**src/rtl/sap_ctrl_pkg.sv**
```systemverilog
// Shared constants for the SAP control path: control-word bit map,
// opcode encodings, default illegal-opcode mask and sequencer state type.
package sap_ctrl_pkg;

  localparam int unsigned STEP_W = 3;
  localparam int unsigned CW_W   = 18;

  // Control-word bit indices
  localparam int unsigned CB_HLT = 17;
  localparam int unsigned CB_MI  = 16;
  localparam int unsigned CB_RI  = 15;
  localparam int unsigned CB_RO  = 14;
  localparam int unsigned CB_IO  = 13;
  localparam int unsigned CB_II  = 12;
  localparam int unsigned CB_AI  = 11;
  localparam int unsigned CB_AO  = 10;
  localparam int unsigned CB_EO  = 9;
  localparam int unsigned CB_SU  = 8;
  localparam int unsigned CB_BI  = 7;
  localparam int unsigned CB_OI  = 6;
  localparam int unsigned CB_CE  = 5;
  localparam int unsigned CB_CO  = 4;
  localparam int unsigned CB_J   = 3;
  localparam int unsigned CB_FI  = 2;
  localparam int unsigned CB_JC  = 1;
  localparam int unsigned CB_JZ  = 0;

  // Opcodes
  localparam logic [3:0] OP_NOP = 4'b0000;
  localparam logic [3:0] OP_LDA = 4'b0001;
  localparam logic [3:0] OP_OUT = 4'b1110;
  localparam logic [3:0] OP_HLT = 4'b1111;

  // Opcodes 1011, 1100 and 1101 are unassigned and trap
  localparam logic [15:0] DEF_ILLEGAL_MASK = 16'h3800;

  typedef enum logic {
    S_RUN  = 1'b0,
    S_HALT = 1'b1
  } seq_state_e;

endpackage

```
**src/rtl/microcode_sequencer_step_counter.sv**
```systemverilog
// T-state counter: advances on enable, returns to 0 on clear, freezes on hold.
import sap_ctrl_pkg::*;

module step_counter #(
  parameter int unsigned STEP_W = 3
) (
  input  logic              i_clk,
  input  logic              i_rst_n,
  input  logic              i_en,
  input  logic              i_clr,
  input  logic              i_hold,
  output logic [STEP_W-1:0] o_step
);

  logic [STEP_W-1:0] r_step;

  // Step register; hold wins over clear, clear wins over increment
  always_ff @(posedge i_clk or negedge i_rst_n) begin
    if (!i_rst_n) begin
      r_step <= '0;
    end else if (i_en && !i_hold) begin
      r_step <= i_clr ? '0 : r_step + 1'b1;
    end
  end

  assign o_step = r_step;

endmodule

```
**src/rtl/microcode_sequencer.sv**
```systemverilog
// Microcode sequencer: drives the ROM address from {opcode, step}, gates the
// returned microword onto CTRL, and handles early end, halt, illegal-opcode
// traps, run/single-step control and retired-instruction counting.
import sap_ctrl_pkg::*;

module microcode_sequencer #(
  parameter int unsigned NUM_STEPS    = 5,
  parameter int unsigned FETCH_STEPS  = 2,
  parameter int unsigned HLT_BIT      = 17,
  parameter logic [15:0] ILLEGAL_MASK = DEF_ILLEGAL_MASK,
  parameter int unsigned ICNT_W       = 16
) (
  input  logic              CLK,
  input  logic              RST_N,
  input  logic              RUN,
  input  logic              STEP_REQ,
  input  logic [3:0]        IR_OPCODE,
  input  logic [CW_W-1:0]   EEPROM_OUT,
  output logic [6:0]        Address,
  output logic [CW_W-1:0]   CTRL,
  output logic [STEP_W-1:0] STEP,
  output logic              FETCH,
  output logic              HALTED,
  output logic              ILLEGAL,
  output logic [ICNT_W-1:0] ICNT
);

  localparam logic [STEP_W-1:0] LP_FETCH = STEP_W'(FETCH_STEPS);
  localparam logic [STEP_W-1:0] LP_LAST  = STEP_W'(NUM_STEPS - 1);

  seq_state_e        r_state;
  seq_state_e        w_state_nxt;
  logic [ICNT_W-1:0] r_icnt;
  logic [STEP_W-1:0] w_step;
  logic              w_adv;
  logic              w_exec;
  logic              w_illegal;
  logic              w_hlt;
  logic              w_empty;
  logic              w_last;
  logic              w_retire;
  logic              w_clr;

  // Holding RST_N low also blocks advance so CTRL reads 0 throughout reset
  assign w_adv  = RST_N && (r_state == S_RUN) && (RUN || STEP_REQ);
  assign w_exec = (w_step >= LP_FETCH);
  assign w_last = (w_step == LP_LAST);

  // Trap decode uses only the opcode, so unknown ROM data cannot leak
  assign w_illegal = w_adv && w_exec && ILLEGAL_MASK[IR_OPCODE];
  assign w_hlt     = w_adv && w_exec && !w_illegal && EEPROM_OUT[HLT_BIT];
  assign w_empty   = w_exec && (EEPROM_OUT == '0);
  assign w_retire  = w_adv && !w_illegal && !w_hlt && (w_empty || w_last);
  assign w_clr     = w_illegal || w_retire;

  step_counter #(
    .STEP_W(STEP_W)
  ) u_step (
    .i_clk   (CLK),
    .i_rst_n (RST_N),
    .i_en    (w_adv),
    .i_clr   (w_clr),
    .i_hold  (w_hlt),
    .o_step  (w_step)
  );

  // Run/halt state register
  always_ff @(posedge CLK or negedge RST_N) begin
    if (!RST_N) begin
      r_state <= S_RUN;
    end else begin
      r_state <= w_state_nxt;
    end
  end

  // Halt is entered on a halting microword and left only by reset
  always_comb begin
    w_state_nxt = r_state;
    if ((r_state == S_RUN) && w_hlt) begin
      w_state_nxt = S_HALT;
    end
  end

  // Retired-instruction counter, saturating at all-ones
  always_ff @(posedge CLK or negedge RST_N) begin
    if (!RST_N) begin
      r_icnt <= '0;
    end else if (w_retire && (r_icnt != '1)) begin
      r_icnt <= r_icnt + 1'b1;
    end
  end

  assign Address = {IR_OPCODE, w_step};
  assign CTRL    = (w_adv && !w_illegal) ? EEPROM_OUT : '0;
  assign STEP    = w_step;
  assign FETCH   = (w_step < LP_FETCH);
  assign HALTED  = (r_state == S_HALT);
  assign ILLEGAL = w_illegal;
  assign ICNT    = r_icnt;

endmodule
```
**config.mk**
```make
export PLATFORM = sky130hd
export DESIGN_NAME = microcode_sequencer
export DESIGN_NICKNAME = d
export VERILOG_FILES = /design/src/rtl/sap_ctrl_pkg.sv /design/src/rtl/microcode_sequencer_step_counter.sv /design/src/rtl/microcode_sequencer.sv
export SDC_FILE = /design/constraint.sdc
export NUM_CORES = 1
export LEC_CHECK = 0
export ABC_CLOCK_PERIOD_IN_PS = 2600
export CELL_PAD_IN_SITES_DETAIL_PLACEMENT = 0
export CELL_PAD_IN_SITES_GLOBAL_PLACEMENT = 1
export CORE_MARGIN = 2
export CORE_UTILIZATION = 28
export CTS_CLUSTER_DIAMETER = 150
export DETAILED_ROUTE_END_ITERATION = 16
export PLACE_DENSITY = 0.77
export SLEW_MARGIN = 20
export SYNTH_ARGS = -nofsm -noshare
export SYNTH_HDL_FRONTEND = slang
export SYNTH_SLANG_ARGS = --single-unit
```
**constraint.sdc**
```tcl
create_clock -name CLK -period 2.6 [get_ports CLK]
set_input_delay 0.52 -clock CLK [delete_from_list [all_inputs] [get_ports CLK]]
set_output_delay 0.52 -clock CLK [all_outputs]
set_load 0.05 [all_outputs]
```
==> results.yml, run 1 <==
outcome:
  status: "finished, final reports clean"
place:
  portBuffers: 72
  place_area_mm2: 0.00237
  pre_cts_slack_ns: -0.0192
  dp_hpwl_mm: 3.18
  place.gp.congestion: 0.783
global_route:
  grt_max_degree: 21
  grt_pass1_wl_mm: 6.39
  grt_usage: 0.149
  grt_pass1_vias: 1262
  overflow: 0
  antenna_found_initial: 0
cells_and_area:
  layout_common_cells: "clkdlybuf4s50_1, dfrtp_1, buf_12"
  fin_util: 0.531
  syn_to_final_growth_pct: 82.8
  mostFrequentLayoutCell: "clkdlybuf4s50_1"
  num_antenna_cells: 0
  drive_above_1_share: 0.311
  nets: 256
  design_area_mm2: 0.00251
  fillers: 413
synth:
  yosysWarnings: 0
  synth_nets: 176
  synth_flop_cell: "dfrtp_1"
  ys_async_sr_fraction: 1.00
  synth_cell_types: 39
  synth-edff-count: 0
  syn_inst: 146
  seq_area_frac_synth: 0.365
  synth_area_mm2: 0.00137
  avgSynthCellArea_um2: 9.39
  ys_ff_latch: 20
drt:
  drt-wirelength-per-cell_um: 14.0
  viasPerCell: 4.68
  drt-initial-drc-count: 56
  firstDrtPassIters: 4
  routed_wl_mm: 4.09
  drc: 0
  ant_nets: 0
  vias: 1367
sta:
  fin_crit_sh: 0.964
  final-hold-violation-count: 0
  fin_crit_ns: 2.51
  max_slew_margin: 0.656
  final-setup-viol-count: 0
  final_max_slew_viol_count: 0
  fmax_mhz: 399
  rsz0062_at_grt: "yes"
  layout_setup_ws_ns: 0.0944
  hold_ws_ns: 0.486
  worst_slew_pin_slew_ns: 0.515
  skew_ns: 0.00217
die:
  die_area_mm2: 0.00547
  pin_count: 73
  start_util: 0.290
  die_h_um: 74.0
  coreArea_mm2: 0.00472
  rows: 25
  die_w_um: 74.0
hold_path:
  min_from: "HALTED$_DFFE_PN0P_"
  hold_path.class: "reg2reg"
pwr:
  powerDensity_mw_per_mm2: 241
  ir_worst_vdd_uv: 306
  p_leak_nw: 1.03
  power_uw: 604
clock_tree:
  clkTransAtPathRegs_ns: 0.07
  htreeDepth: 1
  cts_tree: "built"
  clockRootBuffer: "clkbuf_8"
  cts_sinks: 20
  clk_latency_ns: 0.26
  cts_buffer_depth: 2
  cts_buffers: 3
critical_path:
  arrival_ns: 1.99
  crit_required_ns: 2.08
  crit_path_end_kind: "primary output"
  worstSetupPathType: "in2out"
  crit-reg2reg-launch: "u_step.o_step[1]$_DFFE_PN0P_"
  startpoint_type: "primary input"
  startpoint: "IR_OPCODE[0]"
  crit_fanout: 5
flow_run:
  drv_cap: 0
==> synthesized netlist by cell type, types with 2 or more instances <==
cell | instances | share of area
nor4_1 | 4 | 0.018
nand4_1 | 11 | 0.050
or3_1 | 2 | 0.0091
xnor2_1 | 15 | 0.096
mux2_1 | 2 | 0.016
o21ai_0 | 2 | 0.0073
ha_1 | 4 | 0.036
nand4b_1 | 2 | 0.013
nor2_1 | 4 | 0.011
and2_1 | 17 | 0.078
nand3_1 | 10 | 0.036
and3_1 | 3 | 0.014
nand2_1 | 6 | 0.016
dfrtp_1 | 20 | 0.36
nor3_1 | 6 | 0.022
inv_1 | 7 | 0.019
nor3b_1 | 2 | 0.011
buf_2 | 2 | 0.0073
buf_4 | 7 | 0.038
==> path summary, 6_finish.rpt <==
check                                          endpoint  slack (ns)  cells after the start
max in group asynchronous  u_step.o_step[0]$_DFFE_PN0P_        1.68                      2
hold / removal                       HALTED$_DFFE_PN0P_        0.49                      2
min in group asynchronous          ICNT[11]$_DFFE_PN0P_        0.70                      2
setup reg to reg                   ICNT[11]$_DFFE_PN0P_        0.49                      7
setup / recovery                                CTRL[8]        0.09                      8
hold reg to reg                      HALTED$_DFFE_PN0P_        0.49                      2
==> what timing repair did <==
action,4_1_cts,5_1_grt
buffers inserted,0,1
setup endpoints to repair,18,18
resized for setup,1,26
hold buffers,0,0
pin swaps,0,3
cloned,0,3
==> state kept, by name, summed over array words and instances, names as in the netlist <==
register and cells:
HALTED 1, u_step.o_step 3, ICNT 16
==> power breakdown <==
group          internal (mW)  switching (mW)  total (mW)
clock                  0.109           0.104       0.213
sequential             0.311               0       0.311
combinational         0.0439          0.0368      0.0807
total                  0.464           0.140       0.604
==> metal layers <==
layer,share of wire,up-vias,global-route usage
met2,0.47,50,0.243
met1,0.46,640,0.203
met3,0.071,2,0.0352
met5,0,-,0
li1,-,675,-
met4,0.0042,0,0.0283
==> through the flow <==
step | cells | TNS (ns)
2_1_floorplan | 146 | -0.110
5_1_grt | 292 | -0.0414
3_3_place_gp | 284 | 0
6_report | 292 | 0
3_5_place_dp | 284 | -0.170
4_1_cts | 288 | 0
==> logic make-up (layout without fill, tap and decap cells) <==
logic type                 count (synthesis)  count (layout)  synth area share
and+or+nand+nor                           76              76             0.337
DFF                                       20              20             0.365
buffers and inverters                     18              97            0.0757
xor gates and xnor gates                  15              15            0.0958
AOI/OAI and AO/OA                         10              10            0.0666
adders and majority gates                  4               4            0.0365
muxes                                      3               3            0.0237
==> worst max-delay path, cell delays in order <==
cell and delay [ns]:
clkdlybuf4s50_1 0.41, and3b_2 0.21, o21ai_2 0.16, nor2_2 0.07, nor2_4 0.18, buf_6 0.14
and2_2 0.16, buf_12 0.13
==> cell type report <==
| cell class | count | area (µm²) | area share |
|---|---|---|---|
| Timing Repair Buffer | 86 | 1030 | 0.409 |
| Tap cell | 67 | 83.8 | 0.0334 |
| Inverter | 7 | 26.3 | 0.0105 |
| Multi-Input combinational cell | 108 | 825 | 0.329 |
| Sequential cell | 20 | 502 | 0.200 |
| Clock buffer | 4 | 45.0 | 0.0180 |
(Power assumes the default switching activity.)
==> run 2: changes to the inputs <==
CORE_MARGIN = default   (was 2)
PLACE_DENSITY = 0.86   (was 0.77)
==> run 2 against run 1 <==
Net effect:
- combinational power about the same
- power up 17%
- sequential power hardly changed
- core utilization grew 0.45 points
- largest power group is now clock
- maximum frequency down 1.4%
- critical endpoint is now CTRL[2]
==> results.yml, run 2 (same netlist as run 1, synthesis figures left out) <==
die:
  die_h_um: 72.0
  die_w_um: 72.0
  pin_count: 73
  rows: 25
  die_area_mm2: 0.00518
  start_util: 0.290
  coreArea_mm2: 0.00472
drt:
  top_layer_used: "met4"
  firstDrtPassIters: 4
  drc: 0
  viasPerCell: 4.77
  drt-wirelength-per-cell_um: 13.9
  vias: 1384
  wl_met2_mm: 2.01
  drt-initial-drc-count: 39
  routed_wl_mm: 4.02
  met1_length_mm: 1.75
  dr_wl_met3_um: 222
  ant_nets: 0
cells_and_area:
  layout_common_cells: "clkdlybuf4s50_1, buf_12, dfrtp_1"
  fin_util: 0.535
  seq_area_um2: 503
  nets: 254
  fillers: 403
  num_antenna_cells: 0
  design_area_mm2: 0.00253
  mostFrequentLayoutCell: "clkdlybuf4s50_1"
  multiInputGateArea_um2: 833
  largest_reg_flops: 16
  drive_above_1_share: 0.314
  syn_to_final_growth_pct: 84.4
pwr:
  p_leak_nw: 1.03
  internal_power_uw: 560
  ir_worst_vdd_uv: 288
  p_seq_frac: 0.440
  powerDensity_mw_per_mm2: 279
  clkPwrFrac: 0.446
  combPwrFrac: 0.114
  power.switching_uw: 146
  swShare: 0.207
hold_path:
  min_from: "HALTED$_DFFE_PN0P_"
  hold_path.class: "reg2reg"
clock_tree:
  clk_latency_ns: 0.27
  clockRootBuffer: "clkbuf_8"
  cts_buffers: 3
  clkTransAtPathRegs_ns: 0.07
  cts_buffer_depth: 2
  hold_buffers: 0
  post_cts_buffers: 0
  cts_sinks: 20
  htreeDepth: 1
  cts_tree: "built"
critical_path:
  startpoint: "IR_OPCODE[0]"
  arrival_ns: 2.02
  worst-r2r-setup-slack_ns: 0.43
  endpoint: "CTRL[2]"
  startpoint_type: "primary input"
  reg2regPathDepth: 8
  r2r-end: "ICNT[11]$_DFFE_PN0P_"
  crit_required_ns: 2.08
  crit_fanout: 5
  crit-reg2reg-launch: "u_step.o_step[0]$_DFFE_PN0P_"
  worstSetupPathType: "in2out"
  crit_path_end_kind: "primary output"
flow_run:
  drv_cap: 0
place:
  pre_cts_slack_ns: -0.0362
  place_area_mm2: 0.00236
  place.gp.congestion: 0.810
  portBuffers: 72
  dp_hpwl_mm: 3.02
global_route:
  grt_max_degree: 21
  antenna_found_initial: 0
  grt_pass1_vias: 1320
  overflow: 0
  grt_usage: 0.150
  grt_pass1_wl_mm: 6.23
sta:
  fin_crit_ns: 2.54
  final-setup-viol-count: 0
  skew_ns: 0.0102
  final-hold-violation-count: 0
  max_slew_margin: 0.661
  worst_slew_pin_slew_ns: 0.506
  fin_crit_sh: 0.977
  hold_ws_ns: 0.511
  layout_setup_ws_ns: 0.0593
  fmax_mhz: 394
  final_max_slew_viol_count: 0
outcome:
  status: "finished, final reports clean"
[run 2: area by class of cell]
type / count / area share
repair buffers: 84 / 0.400
multi-input cells: 108 / 0.330
flip-flops and latches: 20 / 0.199
well taps: 67 / 0.0332
clock buffers: 3 / 0.0163
clock inverters: 1 / 0.0119
inverters: 7 / 0.0104
[run 2: through the flow]
| step | power [mW] | instances | setup TNS, ns |
|---|---|---|---|
| floorplan | 0.340 | 146 | -0.110 |
| finish | 0.706 | 290 | 0 |
| global route | 0.726 | 290 | -0.0797 |
| global placement | 0.395 | 283 | 0 |
| detailed placement | 0.396 | 283 | -0.493 |
| CTS | 0.708 | 287 | 0 |
[run 2: how the worst min path moves through the flow]
| stage | to | cells past startpoint | slack (ns) |
|---|---|---|---|
| 2_1_floorplan | HALTED$_DFFE_PN0P_ | 0 | 0.22 |
| 3_3_place_gp | HALTED$_DFFE_PN0P_ | 2 | 0.48 |
| 3_5_place_dp | HALTED$_DFFE_PN0P_ | 2 | 0.50 |
| 4_1_cts | HALTED$_DFFE_PN0P_ | 2 | 0.52 |
| 5_1_grt | HALTED$_DFFE_PN0P_ | 2 | 0.54 |
| 6_report | HALTED$_DFFE_PN0P_ | 2 | 0.51 |
[run 2: power by group through the flow]
stage	clock [mW]	combinational [mW]	sequential [mW]
2_1_floorplan	0	0.0229	0.317
3_3_place_gp	0	0.0780	0.317
3_5_place_dp	0	0.0787	0.317
4_1_cts	0.318	0.0792	0.311
5_1_grt	0.329	0.0860	0.311
6_report	0.315	0.0807	0.311
[run 2: worst max-delay path, stage by stage]
cell	delay, ns
clkdlybuf4s50_1	0.41
and3b_2	0.22
o21ai_2	0.17
nor2_2	0.07
nor2_4	0.18
buf_6	0.14
and2_2	0.17
buf_12	0.14
[run 2: metal layers]
layer,vias to the layer above,global-route usage
met2,53,0.259
li1,675,-
met3,5,0.0250
met1,651,0.193
met4,0,0.0458
met5,-,0
[run 2: repair_timing]
item,CTS,global route
endpoints found under the setup margin,18,18
pin swaps,0,4
cloned,0,3
gates resized for setup,2,27
